File: config.mk
export PLATFORM = sky130hd
export DESIGN_NAME = cfg_sram_array
export DESIGN_NICKNAME = d
export VERILOG_FILES = /design/src/rtl/cfg_sram_pkg.sv /design/src/rtl/cfg_scan_ctrl.sv /design/src/rtl/cfg_sram_array.sv
export SDC_FILE = /design/constraint.sdc
export NUM_CORES = 1
export LEC_CHECK = 0
export CAP_MARGIN = 20
export CORE_AREA = 2 2 62 64
export CTS_CLUSTER_DIAMETER = 30
export DETAILED_ROUTE_END_ITERATION = 12
export DIE_AREA = 0 0 64 66
export GPL_TIMING_DRIVEN = 0
export PLACE_DENSITY_LB_ADDON = 0.15
export SYNTH_ARGS = -nofsm -noshare
export SYNTH_HDL_FRONTEND = slang
export SYNTH_SLANG_ARGS = --single-unit
File: constraint.sdc
create_clock -name clk -period 4.18 [get_ports clk]
set_clock_uncertainty 0.1 [all_clocks]
set_input_delay 0.627 -clock clk [delete_from_list [all_inputs] [get_ports clk]]
set_output_delay 0.627 -clock clk [all_outputs]
set_load 0.005 [all_outputs]
File: src/rtl/cfg_sram_pkg.sv
// cfg_sram_pkg: shared types and helpers for the scan-loadable configuration SRAM.
// Revision 1.0
`default_nettype none

package cfg_sram_pkg;

  typedef enum logic [1:0] {
    S_IDLE     = 2'd0,
    S_SHIFTING = 2'd1,
    S_LOADED   = 2'd2
  } scan_state_t;

  localparam int RL_COMB = 0;
  localparam int RL_REG  = 1;

  // Ceiling log2, never below 1 so a single-bit array still gets a counter bit.
  function automatic int clog2_min1(input int value);
    int r;
    r = 0;
    for (int i = 0; i < 31; i++) begin
      if ((1 << r) < value) r = r + 1;
    end
    return (r < 1) ? 1 : r;
  endfunction

endpackage

`default_nettype wire

File: src/rtl/cfg_scan_ctrl.sv
// cfg_scan_ctrl: scan-load FSM and modulo-TOTAL bit counter.
// Revision 1.0
`default_nettype none

module cfg_scan_ctrl
  import cfg_sram_pkg::*;
#(
  parameter int TOTAL     = 16,
  parameter int CNT_WIDTH = 4
) (
  input  logic                 clk,
  input  logic                 rst,
  input  logic                 scan_en,
  input  logic                 we,
  input  logic                 scan_restart,
  output logic                 shift_en,
  output logic [CNT_WIDTH-1:0] scan_cnt,
  output logic                 cfg_loaded
);

  localparam logic [CNT_WIDTH-1:0] LAST = CNT_WIDTH'(TOTAL - 1);

  scan_state_t          state_q, state_d;
  logic [CNT_WIDTH-1:0] cnt_q, cnt_d;
  logic                 at_last;

  // A write blocks both shifting and restart; restart blocks shifting.
  assign shift_en = scan_en & ~we & ~scan_restart;
  assign at_last  = (cnt_q == LAST);

  always_ff @(posedge clk or posedge rst) begin
    if (rst) begin
      state_q <= S_IDLE;
      cnt_q   <= '0;
    end else begin
      state_q <= state_d;
      cnt_q   <= cnt_d;
    end
  end

  always_comb begin
    state_d = state_q;
    cnt_d   = cnt_q;
    if (shift_en) begin
      cnt_d = at_last ? '0 : cnt_q + 1'b1;
      case (state_q)
        S_IDLE:     state_d = at_last ? S_LOADED : S_SHIFTING;
        S_SHIFTING: state_d = at_last ? S_LOADED : S_SHIFTING;
        S_LOADED:   state_d = S_LOADED;
        default:    state_d = S_IDLE;
      endcase
    end else if (scan_restart && !we) begin
      state_d = S_IDLE;
      cnt_d   = '0;
    end
  end

  always_comb begin
    scan_cnt   = cnt_q;
    cfg_loaded = (state_q == S_LOADED);
  end

endmodule

`default_nettype wire

File: src/rtl/cfg_sram_array.sv
// cfg_sram_array: flop-based configuration SRAM with write port, read port and scan chain.
// Revision 1.0
`default_nettype none

module cfg_sram_array
  import cfg_sram_pkg::*;
#(
  parameter int ADDR_WIDTH   = 4,
  parameter int DATA_WIDTH   = 1,
  parameter int READ_LATENCY = RL_COMB,
  parameter int CNT_WIDTH    = clog2_min1((2 ** ADDR_WIDTH) * DATA_WIDTH)
) (
  input  logic                  clk,
  input  logic                  rst,
  input  logic                  we,
  input  logic [ADDR_WIDTH-1:0] waddr,
  input  logic [DATA_WIDTH-1:0] wdata,
  input  logic [ADDR_WIDTH-1:0] raddr,
  output logic [DATA_WIDTH-1:0] rdata,
  input  logic                  scan_en,
  input  logic                  scan_in,
  output logic                  scan_out,
  input  logic                  scan_restart,
  output logic [CNT_WIDTH-1:0]  scan_cnt,
  output logic                  cfg_loaded
);

  localparam int DEPTH = 2 ** ADDR_WIDTH;
  localparam int TOTAL = DEPTH * DATA_WIDTH;

  // Flat storage: bit f = addr*DATA_WIDTH + bit, bit 0 is the chain head.
  logic [TOTAL-1:0]      mem_q, mem_d;
  logic                  shift_en;
  logic [DATA_WIDTH-1:0] rd_word;

  cfg_scan_ctrl #(
    .TOTAL     (TOTAL),
    .CNT_WIDTH (CNT_WIDTH)
  ) u_scan_ctrl (
    .clk          (clk),
    .rst          (rst),
    .scan_en      (scan_en),
    .we           (we),
    .scan_restart (scan_restart),
    .shift_en     (shift_en),
    .scan_cnt     (scan_cnt),
    .cfg_loaded   (cfg_loaded)
  );

  always_comb begin
    mem_d = mem_q;
    if (we) begin
      mem_d[int'(waddr) * DATA_WIDTH +: DATA_WIDTH] = wdata;
    end else if (shift_en) begin
      mem_d    = mem_q << 1;
      mem_d[0] = scan_in;
    end
  end

  always_ff @(posedge clk or posedge rst) begin
    if (rst) mem_q <= '0;
    else     mem_q <= mem_d;
  end

  assign rd_word  = mem_q[int'(raddr) * DATA_WIDTH +: DATA_WIDTH];
  assign scan_out = mem_q[TOTAL-1];

  generate
    if (READ_LATENCY == RL_REG) begin : g_rd_reg
      // Samples pre-edge contents, so a colliding write returns old data.
      always_ff @(posedge clk or posedge rst) begin
        if (rst) rdata <= '0;
        else     rdata <= rd_word;
      end
    end else begin : g_rd_comb
      assign rdata = rd_word;
    end
  endgenerate

endmodule

`default_nettype wire

==> run summary, run 1 <==
Status -> finished, final reports clean
Clk pwr share -> 19.7%
Area after DPL -> 0.00178 mm^2
Vias in the first global route -> 1239
Slowest stage delay, CP -> 640 ps
Clk_lat worst skew -> 310 ps
Vias/cell -> 5.66
Largest cells by area after synthesis -> dfrtp_1 37%, a221o_1 9.3%, mux4_2 6.0%
Slew Viols, Final -> 0
CP Class -> input pin to output port
Hold crit path type -> register to register
EDFF count, synth -> 0
Max_cap viols -> 0
Area of the die -> 0.00422 mm^2
Num rows -> 22
Worst slew pin tran -> 839 ps
Placer Congestion -> 0.772
ANT cells -> 0
Slowest-stage cell, CP -> clkdlybuf4s50_1
Core area -> 0.00355 mm^2
Layout Nets -> 194
Slew Limit Headroom -> 44.0%
Ports -> 22
Htree depth -> 1
Top cell by count, worst path -> clkdlybuf4s50_1
DR WL/cell -> 16.5 um
Clock transition at path regs -> 120 ps
Final Cell Area -> 0.00181 mm^2
Die span in x -> 64 um
FMAX -> 0.293 GHz
Seq/Total Area, Yosys -> 36.6%
DR DRC count -> 0
Critical Path End Type -> output port
Post-CTS Setup Bufs -> 0
Grt total ovfl -> 0
Global-route wire length before repair -> 6180 um
Chip Height -> 66 um
Crit path time final -> 3410 ps
Drt initial violations -> 69
Yosys reg bits -> 22
Cts hold-fix bufs -> 0
Root Driver -> clkbuf_4
Clock sinks -> 22
Final antenna-violating net count -> 0
Syn Nets -> 168
# fillers -> 343
Net Sw Frac -> 31.1%
CTS Buf Count -> 3
Startpoint Class -> input pin
CP Cell Sequence -> clkdlybuf4s50_1 > mux4_2 > nor2b_1 > a211oi_1 > a21oi_1 > clkdlybuf4s50_1
CTS tree -> yes
Share of layout cells above drive strength 1 -> 12.7%
Final Setup Violations -> 0
Max VDD drop -> 0.110 mV
Post-synthesis cell area -> 0.00151 mm^2
Port buffer count -> 21
Drt pass-1 iters -> 4
Cell Pwr Density -> 332 mW/mm^2
Net Sw Power -> 187 uW
# resized after CTS -> 0
Fin crit share -> 81.7%
Yosys top cell area share -> 36.6%
RSZ-0062 raised after global routing -> false
Largest net degree at the start of global routing -> 23
TNS Setup -> 0 ps
WP data required -> 3450 ps
Final Hold Fails -> 0
Synth Warn # -> 0
Comb power frac -> 31.2%
Reg power frac -> 49.1%
Final WL -> 3650 um
DP HPWL -> 2730 um
CP top delay family -> buffers and inverters
Gr usage total -> 19.3%
Antenna violations before repair -> 0
Mapped Cells -> 148
Worst Path Max Fanout -> 4
Layout area overhead -> 20.4%
Cell-internal power -> 415 uW
Count of cell types in the netlist -> 43
Post-synth top flop -> dfrtp_1
Cell taking the most area after synthesis -> dfrtp_1
P_leak -> 0.000773 uW
Async SR Flop Fraction -> 100%
Via Count -> 1250
Worst-case clock buffer depth -> 2
Starting density of the core -> 42.4%
Syn Area/Cell -> 10.2 um^2
Buf+Inv Stages, Crit Path -> 2
Critical Path AT -> 2690 ps
==> layout by cell type (no fill, tap or decap), types with 2 or more instances in the layout <==
cell and instances:
nand2_1 22, dfrtp_1 22, clkdlybuf4s50_1 21, a21oi_1 16
a221o_1 14, inv_1 6, nor2_1 6, o21ai_1 5
ha_1 5, buf_2 4, mux4_2 4, a2111oi_4 3
nand2b_1 3, clkbuf_4 3, buf_8 2, a21oi_2 2
nand3_1 2, o21ai_0 2, and3_1 2, nor2b_1 2
a211oi_1 2
==> metrics by stage <==
stage                     std cells  setup WS (ps)  power (uW)  hold WS (ps)  utilization (%)
final                           221            766         602           403             51.0
after floorplan                 148           1960         419           356                -
after detailed placement        217            750         488           395             50.0
after global placement          217            776         482           377             50.0
after global routing            221            591         643           438             51.0
after CTS                       221            749         606           412             51.0
==> sequential cells by signal, indices dropped and copies added (netlist names) <==
register and flops:
mem_q 16, u_scan_ctrl.state_q 2, u_scan_ctrl.scan_cnt 4
==> kinds of logic after synthesis <==
family,count (synthesis),synth area share (%)
AO/OA/AOI/OAI,51,28.5
XOR/XNOR,2,1.16
adder cells (fa/ha/maj),5,4.16
flip-flops,22,36.6
buffers and inverters,13,5.57
multiplexers,5,6.65
AND/OR/NAND/NOR,50,17.4
==> power by group through the flow <==
stage	clock network, uW	registers [uW]	logic (uW)
floorplan	0	285	134
global placement	0	298	184
detailed placement	0	299	189
CTS	121	295	189
global route	132	301	210
finish	119	295	188
==> path summary, 6_finish.rpt <==
kind	startpoint	end	slack (ps)	cells after the start
worst max register to register	u_scan_ctrl.scan_cnt[0]	u_scan_ctrl.scan_cnt[3]	2970	4
worst min-delay path	u_scan_ctrl.state_q[1]	u_scan_ctrl.state_q[0]	400	1
min in group asynchronous	rst	u_scan_ctrl.state_q[1]	680	2
worst max-delay path	raddr[0]	rdata	770	6
max in group asynchronous	rst	u_scan_ctrl.scan_cnt[2]	2790	2
worst min register to register	u_scan_ctrl.state_q[1]	u_scan_ctrl.state_q[0]	400	1
==> cell type report <==
| type | instances | area, um^2 | share of cell area, % |
|---|---|---|---|
| inverter | 6 | 22.5 | 1.24 |
| buffer | 7 | 61.3 | 3.38 |
| multi-input combinational | 113 | 871 | 48.1 |
| tap | 48 | 60.1 | 3.31 |
| timing repair buffer | 21 | 210 | 11.6 |
| sequential | 22 | 551 | 30.4 |
| clock buffer | 4 | 36.3 | 2.00 |
==> synthesized netlist by cell type, types with 2 or more instances <==
| master | instances |
|---|---|
| buf_2 | 4 |
| buf_8 | 2 |
| nand2_1 | 22 |
| a211oi_1 | 2 |
| o21ai_0 | 2 |
| ha_1 | 5 |
| o21ai_1 | 5 |
| dfrtp_1 | 22 |
| and3_1 | 2 |
| a21oi_2 | 2 |
| nor2_1 | 6 |
| inv_1 | 6 |
| a2111oi_4 | 3 |
| nor2b_1 | 2 |
| a221o_1 | 14 |
| nand3_1 | 2 |
| nand2b_1 | 3 |
| mux4_2 | 4 |
| a21oi_1 | 16 |
==> routing by layer <==
metal  GRT usage, %  vias up  share of wire (%)
met3           2.21        6                1.9
met4           7.34        0                1.6
met1           26.0      613                 48
met2           31.8       21                 48
li1               -      610                  -
met5              0        -                  0
No activity file was read; power rests on OpenSTA's default activity.
==> run 2, diff against run 1 <==
- clock period: 4.18 -> 3.4 ns (I/O delays scaled with it)
==> results of run 2 <==
Same layout as run 1 (identical final DEF). Status: finished, final reports clean.
Main changes from that run: setup slack after placement 750 ps -> 204 ps; setup slack after layout 766 ps -> 220 ps; register-to-register setup slack 2970 ps -> 2190 ps; total power 602 uW -> 740 uW; worst IR drop on VDD 0.110 mV -> 0.135 mV
